==> src/rtl/rom_loader_16.sv <==
// Byte-stream loader for the 16-bit program ROM image RAM: assembles byte pairs
// into words, writes them sequentially, then verifies a 2-byte checksum trailer.
module rom_loader_16 #(
    parameter int ADDR_W     = 13,
    parameter int WORDS      = 8192,
    parameter int HIGH_FIRST = 1
) (
    input  logic              clk,
    input  logic              reset_n,
    input  logic              start,
    input  logic              in_valid,
    input  logic [7:0]        in_data,
    output logic              in_ready,
    output logic              wr_en,
    output logic [ADDR_W-1:0] wr_addr,
    output logic [15:0]       wr_data,
    output logic              busy,
    output logic              done,
    output logic              error,
    output logic [15:0]       checksum,
    output logic              cpu_hold
);

    localparam logic [2:0] S_IDLE  = 3'd0;
    localparam logic [2:0] S_BYTE0 = 3'd1;
    localparam logic [2:0] S_BYTE1 = 3'd2;
    localparam logic [2:0] S_WRITE = 3'd3;
    localparam logic [2:0] S_CK0   = 3'd4;
    localparam logic [2:0] S_CK1   = 3'd5;
    localparam logic [2:0] S_DONE  = 3'd6;
    localparam logic [2:0] S_ERR   = 3'd7;

    localparam logic [ADDR_W-1:0] LAST_ADDR = ADDR_W'(WORDS - 1);

    logic [2:0]        state_q,    state_d;
    logic              in_ready_q, in_ready_d;
    logic              wr_en_q,    wr_en_d;
    logic [ADDR_W-1:0] wr_addr_q,  wr_addr_d;
    logic [15:0]       wr_data_q,  wr_data_d;
    logic              busy_q,     busy_d;
    logic              done_q,     done_d;
    logic              error_q,    error_d;
    logic [15:0]       checksum_q, checksum_d;
    logic              cpu_hold_q, cpu_hold_d;
    logic [7:0]        ck_byte_q,  ck_byte_d;

    logic              xfer;
    logic [15:0]       ck_expected;

    always_comb begin
        state_d     = state_q;
        wr_addr_d   = wr_addr_q;
        wr_data_d   = wr_data_q;
        busy_d      = busy_q;
        done_d      = done_q;
        error_d     = error_q;
        checksum_d  = checksum_q;
        cpu_hold_d  = cpu_hold_q;
        ck_byte_d   = ck_byte_q;
        xfer        = in_valid && in_ready_q;
        ck_expected = (HIGH_FIRST != 0) ? {ck_byte_q, in_data} : {in_data, ck_byte_q};

        case (state_q)
            S_IDLE, S_DONE, S_ERR: begin
                if (start) begin
                    state_d    = S_BYTE0;
                    wr_addr_d  = '0;
                    checksum_d = '0;
                    done_d     = 1'b0;
                    error_d    = 1'b0;
                    busy_d     = 1'b1;
                    cpu_hold_d = 1'b1;
                end
            end
            S_BYTE0: begin
                if (xfer) begin
                    if (HIGH_FIRST != 0) wr_data_d[15:8] = in_data;
                    else                 wr_data_d[7:0]  = in_data;
                    state_d = S_BYTE1;
                end
            end
            S_BYTE1: begin
                if (xfer) begin
                    if (HIGH_FIRST != 0) wr_data_d[7:0]  = in_data;
                    else                 wr_data_d[15:8] = in_data;
                    state_d = S_WRITE;
                end
            end
            S_WRITE: begin
                checksum_d = checksum_q + wr_data_q;
                // Address parks on the last word so it never wraps past WORDS-1.
                if (wr_addr_q == LAST_ADDR) begin
                    state_d = S_CK0;
                end else begin
                    wr_addr_d = wr_addr_q + 1'b1;
                    state_d   = S_BYTE0;
                end
            end
            S_CK0: begin
                if (xfer) begin
                    ck_byte_d = in_data;
                    state_d   = S_CK1;
                end
            end
            S_CK1: begin
                if (xfer) begin
                    busy_d = 1'b0;
                    if (ck_expected == checksum_q) begin
                        state_d    = S_DONE;
                        done_d     = 1'b1;
                        cpu_hold_d = 1'b0;
                    end else begin
                        state_d    = S_ERR;
                        error_d    = 1'b1;
                        cpu_hold_d = 1'b1;
                    end
                end
            end
            default: state_d = S_IDLE;
        endcase

        // Registered handshake outputs are decoded from the next state.
        in_ready_d = (state_d == S_BYTE0) || (state_d == S_BYTE1) ||
                     (state_d == S_CK0)   || (state_d == S_CK1);
        wr_en_d    = (state_d == S_WRITE);
    end

    always_ff @(posedge clk or negedge reset_n) begin
        if (!reset_n) begin
            state_q    <= S_IDLE;
            in_ready_q <= 1'b0;
            wr_en_q    <= 1'b0;
            wr_addr_q  <= '0;
            wr_data_q  <= '0;
            busy_q     <= 1'b0;
            done_q     <= 1'b0;
            error_q    <= 1'b0;
            checksum_q <= '0;
            cpu_hold_q <= 1'b1;
            ck_byte_q  <= '0;
        end else begin
            state_q    <= state_d;
            in_ready_q <= in_ready_d;
            wr_en_q    <= wr_en_d;
            wr_addr_q  <= wr_addr_d;
            wr_data_q  <= wr_data_d;
            busy_q     <= busy_d;
            done_q     <= done_d;
            error_q    <= error_d;
            checksum_q <= checksum_d;
            cpu_hold_q <= cpu_hold_d;
            ck_byte_q  <= ck_byte_d;
        end
    end

    assign in_ready = in_ready_q;
    assign wr_en    = wr_en_q;
    assign wr_addr  = wr_addr_q;
    assign wr_data  = wr_data_q;
    assign busy     = busy_q;
    assign done     = done_q;
    assign error    = error_q;
    assign checksum = checksum_q;
    assign cpu_hold = cpu_hold_q;

endmodule
==> config.mk <==
export PLATFORM = sky130hd
export DESIGN_NAME = rom_loader_16
export DESIGN_NICKNAME = d
export VERILOG_FILES = /design/src/rtl/rom_loader_16.sv
export SDC_FILE = /design/constraint.sdc
export NUM_CORES = 1
export LEC_CHECK = 0
export BUFFER_PORTS_ARGS = -buffer_cell sky130_fd_sc_hd__buf_2
export CAP_MARGIN = 5
export CORE_ASPECT_RATIO = 1.75
export CORE_MARGIN = 5
export CORE_UTILIZATION = 37
export DETAILED_ROUTE_END_ITERATION = 8
export SLEW_MARGIN = 30
export SYNTH_ARGS = -nofsm -noshare
export SYNTH_HDL_FRONTEND = slang
export SYNTH_SLANG_ARGS = --single-unit
==> constraint.sdc <==
create_clock -name clk -period 4.1 [get_ports clk]
set_clock_uncertainty 0.05 [all_clocks]
set_input_delay 0.615 -clock clk [delete_from_list [all_inputs] [get_ports clk]]
set_output_delay 0.615 -clock clk [all_outputs]
set_load 0.01 [all_outputs]
**After elaboration in Yosys (flattened, before gate mapping)**

Index checks and enable logic that the tools add are counted.

- Register bits: 62
- Latch bits: 0
- Bits in writable memories: 0
- Bits in read-only memories: 0
- Input port bits: 12
- Logic and storage cells: 80
- Memories: 0

- $add $sub $neg: 2
- $mul: 0
- Div/mod/pow operators: 0
- Magnitude comparators: 0
- Equal/unequal tests: 19
- Shift operators: 0
- Mux-type cells: 29
- Bitwise gates (word level): 2
- Reductions and logical operators: 16

Operator list:

| kind | number |
|---|---|
| one-hot mux 16 bit (2 select lines) | 2 |
| 2-to-1 mux 16 bit | 2 |
| 2-to-1 mux 13 bit | 2 |
| one-hot mux 13 bit (2 select lines) | 1 |
| equality test 3 bit (second input constant) | 6 |
| 2-to-1 mux 3 bit | 6 |
| one-hot mux 3 bit (6 select lines) | 1 |
| adder 16 bit | 1 |
| equality test 16 bit | 1 |
| adder 13 x 1 -> 13 bit (second input constant) | 1 |
| equality test 13 bit (second input constant) | 1 |
| equality test 3 x 2 -> 1 bit (second input constant) | 4 |
| AND reduction 3 bit | 4 |
| 2-to-1 mux 1 bit | 10 |
| != test 2 bit (second input constant) | 5 |
| 2-to-1 mux 8 bit | 1 |
| one-hot mux 1 bit (2 select lines) | 4 |
| AND reduction 4 bit | 2 |
| equality test 3 x 1 -> 1 bit (second input constant) | 2 |
| AND reduction 2 bit | 2 |
| nonzero test 2 bit | 2 |
| logical NOT 3 bit | 1 |
| logical OR 1 bit | 3 |
| OR reduction 3 bit | 1 |
| other kinds (2) | 3 |

**Depth between registers and ports, before layout**

Gate-level depths: netlist (run 1).

- Depth in word-level cells: 8
- Mapped depth: 8

**Least setup slack after synthesis (run 1)**

OpenSTA, ideal clock, no wires.

- Path type: register to register
- Start point: reg checksum_q[0] (netlist: checksum[0])
- End point: reg checksum_q[10] (netlist: checksum[10])
- Setup time: 135 ps
- Arrival: 2175 ps
- Required time: 3915 ps
- Path slack: 1740 ps
- Stages on the path, launching flop included: 9
- Period minus slack after synthesis: 2360 ps
- Path through: dfrtp_1 ha_1 fa_1 a211oi_1 nor3_1 or3b_1 a21oi_1 xor2_1 o21ai_0

- Longest elaborated chain between the ends: 2

RTL lines:

| what | RTL line | source |
|---|---|---|
| start, declared | 43 | `logic [15:0] checksum_q, checksum_d;` |
| start signal, assigned | 150 | `checksum_q <= checksum_d;` |
| adder 16 bit | 90 | `checksum_d = checksum_q + wr_data_q;` |
| one-hot mux 16 bit (2 select lines) | 63 | `case (state_q)` |

Every way passes these cells.
A chain may end at the register's enable or synchronous reset.

**Worst setup path after layout (run 1)**

- Start point: reg checksum_q[0] (netlist: checksum[0])
- End point: reg checksum_q[12] (netlist: checksum[12])

Same word-level chain as after synthesis.

==> metrics.txt, run 1 <==
status completed; WL/cell 17.4 µm; # DRC 0; clk root buf clkbuf_16; Cells after Synth 365; endpoints failing setup 0; fmax 381 MHz; DRT antenna net count 0; Via Count 2993; DR vias/cell between 5 and 6; Primary FF master, synth dfrtp_1; Reg2Reg Depth 8; top post-synthesis cells by area dfrtp_1, xnor2_1, mux2_2, ha_1, nand2_1; Starting Density 37.8%; total power about 3.2 mW; CP Cell Sequence ha_1 > fa_1 > a211oi_1 > nor3_1 > nor2_1 > a211oi_1 > or3_1 > a32o_1; most used cell, CP a211oi_1; setup slack, reg-to-reg 1.48 ns; layout cell share with drive strength beyond 1 between 20% and 30%; Worst Hold Margin roughly 0.22 ns; post-cts sizing count 0; Layout area overhead 19.6%; Die Ht 141 µm; XOR/XNOR share of the synthesized area 7.53%; Hold Vio Cnt, Final 0; TNS Setup 0 ns; CP top delay family compound AO/OA/AOI/OAI gates; Sink Count between 60 and 70; Unique masters post-synth 56; PwrDens 732 nW/µm²; multiplexer share of the synthesized area 6.46%; Crit. End Element flip-flop; Detail Placement HPWL 7.16 mm; CP Class reg -> reg; Slew Viols, Final 0; slowest stage cell, crit path fa_1; Adder-Cell Fraction of Synth Area 6.11%; I/O pin count 63; Die Wd 84.6 µm; core box area 9530 µm²; Tcrit/Tclk final 64.0%; async set-reset flop share out of synthesis 100%; sequential fraction of the synthesis area about 43%; Layout Utilization between 40% and 50%; Max-Slew Margin vs Limit 43.0%; CP Launch Type flip-flop; Buf+Inv Stages, Crit Path 0; Post-CTS Setup Repair Bufs 0; clock latency on the worst-skew pair 0.33 ns; Post-Syn Nets 394; hold_buf cts 0; clock buffer depth 2; largest area contributor in the netlist dfrtp_1; Reg clk slew, reported paths ~0.050 ns; first-pass GRT wire length around 16 mm; GRT overflow 0; Slew @ Worst Pin between 0.8 and 0.9 ns; final WL 9.59 mm; I/O Buffers 62; Max-cap violations 0; overall routing resource usage 17.1%; maximum vdd ir drop 334 µV; DR iter-0 viols 106; Final GP Congestion a little under 0.9; Nets 454; vias in the first global route 3040; worst r2r src checksum[0]; worst path required time 4.27 ns; max incr delay on CP 0.43 ns; Post-synth EDFFs 0; final-layout fill cell count 965; pin count of the biggest net entering global routing 41; post-synthesis compound-gate area fraction around 16%; cell area after synthesis roughly 3600 µm²; largest family of logic cells by synthesized area simple AND/OR/NAND/NOR gates; Pre-Repair DR Iteration Count 5; Hold Crit Class in -> async; initial antenna violation count 0; LEAKAGE 2.02 nW; Mean Syn Cell Area 9.87 µm²; Synth Area in Simple Gates 19.1%; crit-path max FO 4; Critical Path AT 2.79 ns; CTS tree built; Yosys top cell area share 42.4%; Yosys warning total 0; Final Critical Period 2.62 ns; Cell Rows 47; die area 11900 µm²; Num CTS Buffers 9; H-tree Lvls 3; ANT cells 0; r2r endpoint checksum[12]; RSZ-0062 raised after global routing false; register bit total from synthesis 62
-- layout by cell type (no fill, tap or decap), types with 3 or more instances in the layout --
| master | n |
|---|---|
| o31ai_1 | 3 |
| clkbuf_1 | 4 |
| o21ai_0 | 30 |
| nand3_1 | 24 |
| ha_1 | 16 |
| xor2_1 | 7 |
| clkbuf_16 | 9 |
| xnor2_1 | 24 |
| buf_2 | 61 |
| mux2i_1 | 3 |
| a211oi_1 | 5 |
| a21oi_1 | 21 |
| dfrtp_1 | 61 |
| and2_1 | 4 |
| nand2_1 | 41 |
| nand4_1 | 9 |
| nor3b_1 | 6 |
| o21a_1 | 4 |
| nor2_1 | 17 |
| a21o_1 | 6 |
| or3_1 | 6 |
| nor3_2 | 3 |
| nor3_1 | 3 |
| mux2_2 | 18 |
-- cells by family (layout without fill, tap and decap cells) --
group / Yosys count / after routing
XOR/XNOR: 31 / 31
AND/OR/NAND/NOR: 132 / 132
AO/OA/AOI/OAI: 87 / 87
adder cells (fa/ha/maj): 17 / 17
buffers and inverters: 15 / 80
flip-flops: 62 / 62
multiplexers: 21 / 21
-- worst reg2reg max path: cells and delay by family, from the launching register on --
family	cells	cell delay (ns)
compound gates	3	0.75
fa+ha+maj	2	0.67
flops	1	0.41
simple gates	3	0.63
-- metrics by stage --
stage	instances	worst slack (ns)	instance area [µm²]
floorplan	365	1.74	3600
global placement	536	1.54	4010
detailed placement	536	1.52	4010
CTS	552	1.49	4310
global route	552	1.34	4310
finish	552	1.48	4310
-- cell usage after synthesis, types with 3 or more instances --
master    instances
dfrtp_1          61
nand2_1          41
o21ai_0          30
nand3_1          24
xnor2_1          24
a21oi_1          21
mux2_2           18
nor2_1           17
ha_1             16
clkbuf_1         10
nand4_1           9
xor2_1            7
a21o_1            6
nor3b_1           6
or3_1             6
a211oi_1          5
and2_1            4
o21a_1            4
mux2i_1           3
nor3_1            3
nor3_2            3
o31ai_1           3
-- registers in the layout (all words and copies together) (netlist names) --
name,cells
error,1
wr_en,1
wr_data,16
in_ready,1
wr_addr,13
checksum,16
state_q,3
done,1
busy,1
cpu_hold,1
ck_byte_q,8
-- layout make-up --
cell class | count | area (µm²) | area share [%]
clock inverters | 1 | 30.0 | 0.697
inverters | 1 | 3.75 | 0.0871
flip-flops and latches | 62 | 1550 | 36.0
repair buffers | 63 | 320 | 7.43
well taps | 122 | 153 | 3.54
multi-input cells | 288 | 1980 | 46.0
clock buffers | 15 | 268 | 6.21
-- how the worst max path moves through the flow --
stage	startpoint	end	slack [ns]	cells after the start
final	checksum[0]	checksum[12]	1.48	8
after global routing	checksum[0]	checksum[10]	1.34	8
after CTS	checksum[0]	checksum[12]	1.49	8
after detailed placement	checksum[0]	checksum[10]	1.52	8
after global placement	checksum[0]	checksum[10]	1.54	8
after floorplan	checksum[0]	checksum[10]	1.74	8
-- power breakdown --
part,leakage [nW],switching (mW),internal (mW)
clock network,0.144,0.260,0.504
logic,1.07,0.774,0.585
registers,0.809,0.219,0.812
-- routing by layer --
| metal | track usage [%] | wire [µm] | vias up |
|---|---|---|---|
| li1 | - | - | 1456 |
| met1 | 19.9 | 3870 | 1441 |
| met2 | 30.1 | 5000 | 76 |
| met3 | 4.99 | 522 | 20 |
| met4 | 5.34 | 198 | 0 |
| met5 | 0 | 0 | - |
No activity file was read; power rests on OpenSTA's default activity.
==> run 2: changes to the inputs <==
- clock period: 4.1 -> 2.4 ns (I/O delays scaled with it)
==> metrics.txt, run 2 (same netlist as run 1, synthesis figures left out) <==
WL/cell around 18 µm; Final Critical Period around 2.4 ns; maximum vdd ir drop 593 µV; # DRC 0; Flop pwr share 30.9%; most common cell after layout, fill and taps aside buf_2; Tcrit/Tclk final around 99%; most frequent cells in the layout buf_2, dfrtp_1, nand2_1; Hold Crit Class in -> async; clock share of power 23.4%; overall routing resource usage 17.8%; Num CTS Buffers 9; CTS tree built; GRT overflow 0; RSZ-0062 raised after global routing true; pin count of the biggest net entering global routing 63; Starting Density 37.8%; Detail Placement HPWL roughly 7.5 mm; switching power share of the total about 40%; Via Count 3142; failing checks negative hold slack; Net Sw Power 2.25 mW; ANT cells 0; # placed instances approximately 550; fmax 421 MHz; H-tree Lvls 3; Slew @ Worst Pin just over 0.5 ns; clk root buf clkbuf_16; Layout area overhead 25.1%; pre-CTS setup slack -0.0838 ns; TNS Setup 0 ns; DR vias/cell 5.50; Layout Utilization 47.3%; Hold Vio Cnt, Final 15; Crit. End Element flip-flop; first-pass GRT wire length 16.7 mm; LEAKAGE roughly 2.1 nW; Nets approximately 470; Critical Path AT 2.54 ns; Max-cap violations 0; Cell Rows 47; DRT antenna net count 0; Final GP Congestion 0.844; Reg clk slew, reported paths 0.05 ns; endpoints failing setup 0; Slew Viols, Final 0; Max-Slew Margin vs Limit 66.0%; design area 4510 µm²; logic gate share of total power 45.8%; clock buffer depth 2; I/O Buffers between 60 and 70; worst path required time 2.57 ns; CP Class reg -> reg; Int Power about 3.4 mW; status finished with violations; placed instance area ~4200 µm²; PwrDens between 1000 and 1500 nW/µm²; clock latency on the worst-skew pair 0.33 ns; Worst Hold Margin -0.0399 ns; vias in the first global route approximately 3300; CP Launch Type flip-flop; worst r2r src wr_data[0]; Die Wd 84.6 µm; crit-path max FO 3; core box area 9530 µm²; initial antenna violation count 0; Pre-Repair DR Iteration Count 4; final WL 10.0 mm; I/O pin count 63; Critical path origin wr_data[0]; hold_buf cts 0; Sink Count between 60 and 70; DR iter-0 viols 138; layout cell share with drive strength beyond 1 31.4%; Final Non-Filler Cells 571; final setup margin 0.0246 ns; final-layout fill cell count 953; die area 11900 µm²; Die Ht 141 µm
[run 2: critical path: stages, from the launching register on]
cell	delay [ns]
dfrtp_1	0.41
ha_4	0.18
fa_2	0.39
a211oi_2	0.19
buf_4	0.15
nor3_2	0.04
nor2_1	0.19
a211oi_2	0.10
or3_1	0.31
a32o_1	0.25
[run 2: path summary, 6_finish.rpt]
kind | end | slack (ns) | depth (start not counted)
setup / recovery | checksum[12] | 0.02 | 9
hold / removal | busy | -0.04 | 2
setup reg to reg | checksum[12] | 0.02 | 9
hold reg to reg | busy | 0.42 | 2
max in group asynchronous | wr_data[14] | 2.02 | 2
min in group clk | wr_data[10] | 0.28 | 3
[run 2: final cells by class]
class,count,area [µm²],share of cell area [%]
timing repair buffer,82,473,10.5
inverter,1,3.75,0.0833
multi-input combinational,288,2020,44.9
tap,122,153,3.39
clock inverter,4,45.0,0.999
clock buffer,12,256,5.69
sequential,62,1550,34.4
[run 2: metal layers]
metal  vias up  share of wire, %  global-route usage [%]
li1       1498                 -                       -
met1      1524                38                    19.7
met5         -                 0                       0
met2       100                54                    31.7
met3        20               5.3                    4.17
met4         0               2.6                    8.01
[run 2: per-stage QoR]
| step | hold slack [ns] | total power, mW |
|---|---|---|
| after global routing | 0.0270 | 6.07 |
| after global placement | 0.354 | 4.22 |
| after floorplan | 0.0144 | 3.37 |
| after detailed placement | 0.352 | 4.27 |
| after CTS | 0.00441 | 5.62 |
| final | -0.0399 | 5.64 |
[run 2: what timing repair did]
| action | 4_1_cts | 5_1_grt |
|---|---|---|
| pin swaps | 1 | 2 |
| setup endpoints to repair | 2 | 5 |
| gates cloned | 0 | 0 |
| buffers inserted | 0 | 1 |
| resized for setup | 2 | 8 |
[run 2: power by group through the flow]
stage                     sequential, mW  combinational, mW  clock (mW)
after detailed placement            1.75               2.52           0
after global placement              1.74               2.48           0
after floorplan                     1.82               1.55           0
after CTS                           1.74               2.55        1.34
final                               1.74               2.58        1.32
after global routing                1.80               2.88        1.39
==> run 3: changes to the inputs <==
- clock period: 2.4 -> 2.8 ns (I/O delays scaled with it)
==> metrics.txt, run 3 (same netlist as run 1, synthesis figures left out) <==
most common cell after layout, fill and taps aside buf_2; Final GP Congestion between 0.8 and 0.9; initial antenna violation count 0; placed instance area 4040 µm²; first-pass GRT wire length 16.2 mm; Hold Path End wr_data[10]; Starting Density between 30 and 40%; Critical Path AT 2.76 ns; hold depth 3; layout cell share with drive strength beyond 1 26.4%; Multi-input gate area 1980 µm²; H-tree Lvls 3; Worst Hold Margin 0.337 ns; maximum vdd ir drop 412 µV; DR vias/cell 5.49; fmax ~390 MHz; WL/cell 17.6 µm; crit-path max FO 4; Cell Rows 47; total power 4.53 mW; PwrDens 1050 nW/µm²; worst r2r src checksum[0]; Die Ht 141 µm; DR iter-0 viols 182; final-layout fill cell count 959; CTS tree built; LEAKAGE a little over 2 nW; Reg clk slew, reported paths 0.05 ns; ANT cells 0; die area 11900 µm²; Tcrit/Tclk final 92.7%; Final Critical Period ~2.6 ns; Slew @ Worst Pin 0.676 ns; endpoints failing setup 0; Max-cap violations 0; RSZ-0062 raised after global routing false; Layout area overhead 19.7%; pin count of the biggest net entering global routing 32; Final Non-Filler Cells about 560; Reg2Reg Depth 8; r2r endpoint checksum[12]; I/O pin count 63; final setup margin 0.204 ns; status completed; design area 4310 µm²; worst path required time about 3 ns; Detail Placement HPWL 7.51 mm; most frequent cells in the layout buf_2, dfrtp_1, nand2_1; Pre-Repair DR Iteration Count 4; Slew Viols, Final 0; CP Class reg -> reg; Die Wd between 80 and 90 µm; clock latency on the worst-skew pair 0.32 ns; Sink Count 62; final WL 9.82 mm; Num CTS Buffers 9; Max-Slew Margin vs Limit between 50% and 60%; Via Count 3057; Crit. End Element flip-flop; register area 1550 µm²; I/O Buffers 62; Hold Crit Class in -> reg; # placed instances 540; min-delay src in_data[2]; Hold Vio Cnt, Final 0; setup slack, reg-to-reg between 0.2 and 0.25 ns; CP Launch Type flip-flop; post-cts sizing count 0; Layout Utilization 45.3%; Critical path origin checksum[0]; # DRC 0; core box area 9530 µm²; GRT overflow 0; vias in the first global route 3155; clock buffer depth 2; overall routing resource usage about 17%; TNS Setup 0 ns; pre-CTS setup slack 0.219 ns; clk root buf clkbuf_16; Nets 459; DRT antenna net count 0
[run 3: changes by cell type in the layout (fill, tap and decap cells not counted), sizes merged]
cell	previous run	this run
clkinv	3	2
clkbuf	12	14
buf	82	67
bufinv	1	0
dlygate4sd3	0	1
[run 3: layout make-up]
cell class / instances / area share, %
Multi-Input combinational cell: 288 / 46.0
Timing Repair Buffer: 68 / 8.29
Inverter: 1 / 0.0870
Tap cell: 122 / 3.54
Clock inverter: 2 / 0.232
Sequential cell: 62 / 36.0
Clock buffer: 14 / 5.89
[run 3: worst max-delay path by stage]
stage | slack [ns] | to | depth (start not counted)
2_1_floorplan | 0.44 | checksum[10] | 8
3_3_place_gp | 0.26 | checksum[10] | 8
3_5_place_dp | 0.22 | checksum[10] | 8
4_1_cts | 0.19 | checksum[10] | 8
5_1_grt | 0.06 | checksum[12] | 8
6_report | 0.20 | checksum[12] | 8
[run 3: critical path, stage by stage (launching register included)]
cell      delay (ns)
dfrtp_1         0.42
ha_1            0.24
fa_1            0.43
a211oi_1        0.37
nor3_1          0.14
nor2_1          0.16
a211oi_1        0.10
or3_1           0.33
a32o_1          0.25
[run 3: metal layers]
| metal | up-vias | track usage [%] | wire length [µm] |
|---|---|---|---|
| li1 | 1455 | - | - |
| met1 | 1509 | 19.4 | 3830 |
| met2 | 80 | 31.1 | 5320 |
| met3 | 13 | 3.53 | 475 |
| met4 | 0 | 6.76 | 197 |
| met5 | - | 0 | 0 |
[run 3: where the power goes]
| part | total [mW] | internal, mW | switching (mW) |
|---|---|---|---|
| logic | 2.02 | 0.876 | 1.15 |
| registers | 1.52 | 1.19 | 0.329 |
| clock network | 0.990 | 0.620 | 0.370 |
| total | 4.53 | 2.68 | 1.85 |
[run 3: repair_timing]
| item | CTS | global route |
|---|---|---|
| hold buffers | 1 | 0 |
| hold endpoints to repair | 17 | 0 |
| buffers inserted | 0 | 0 |
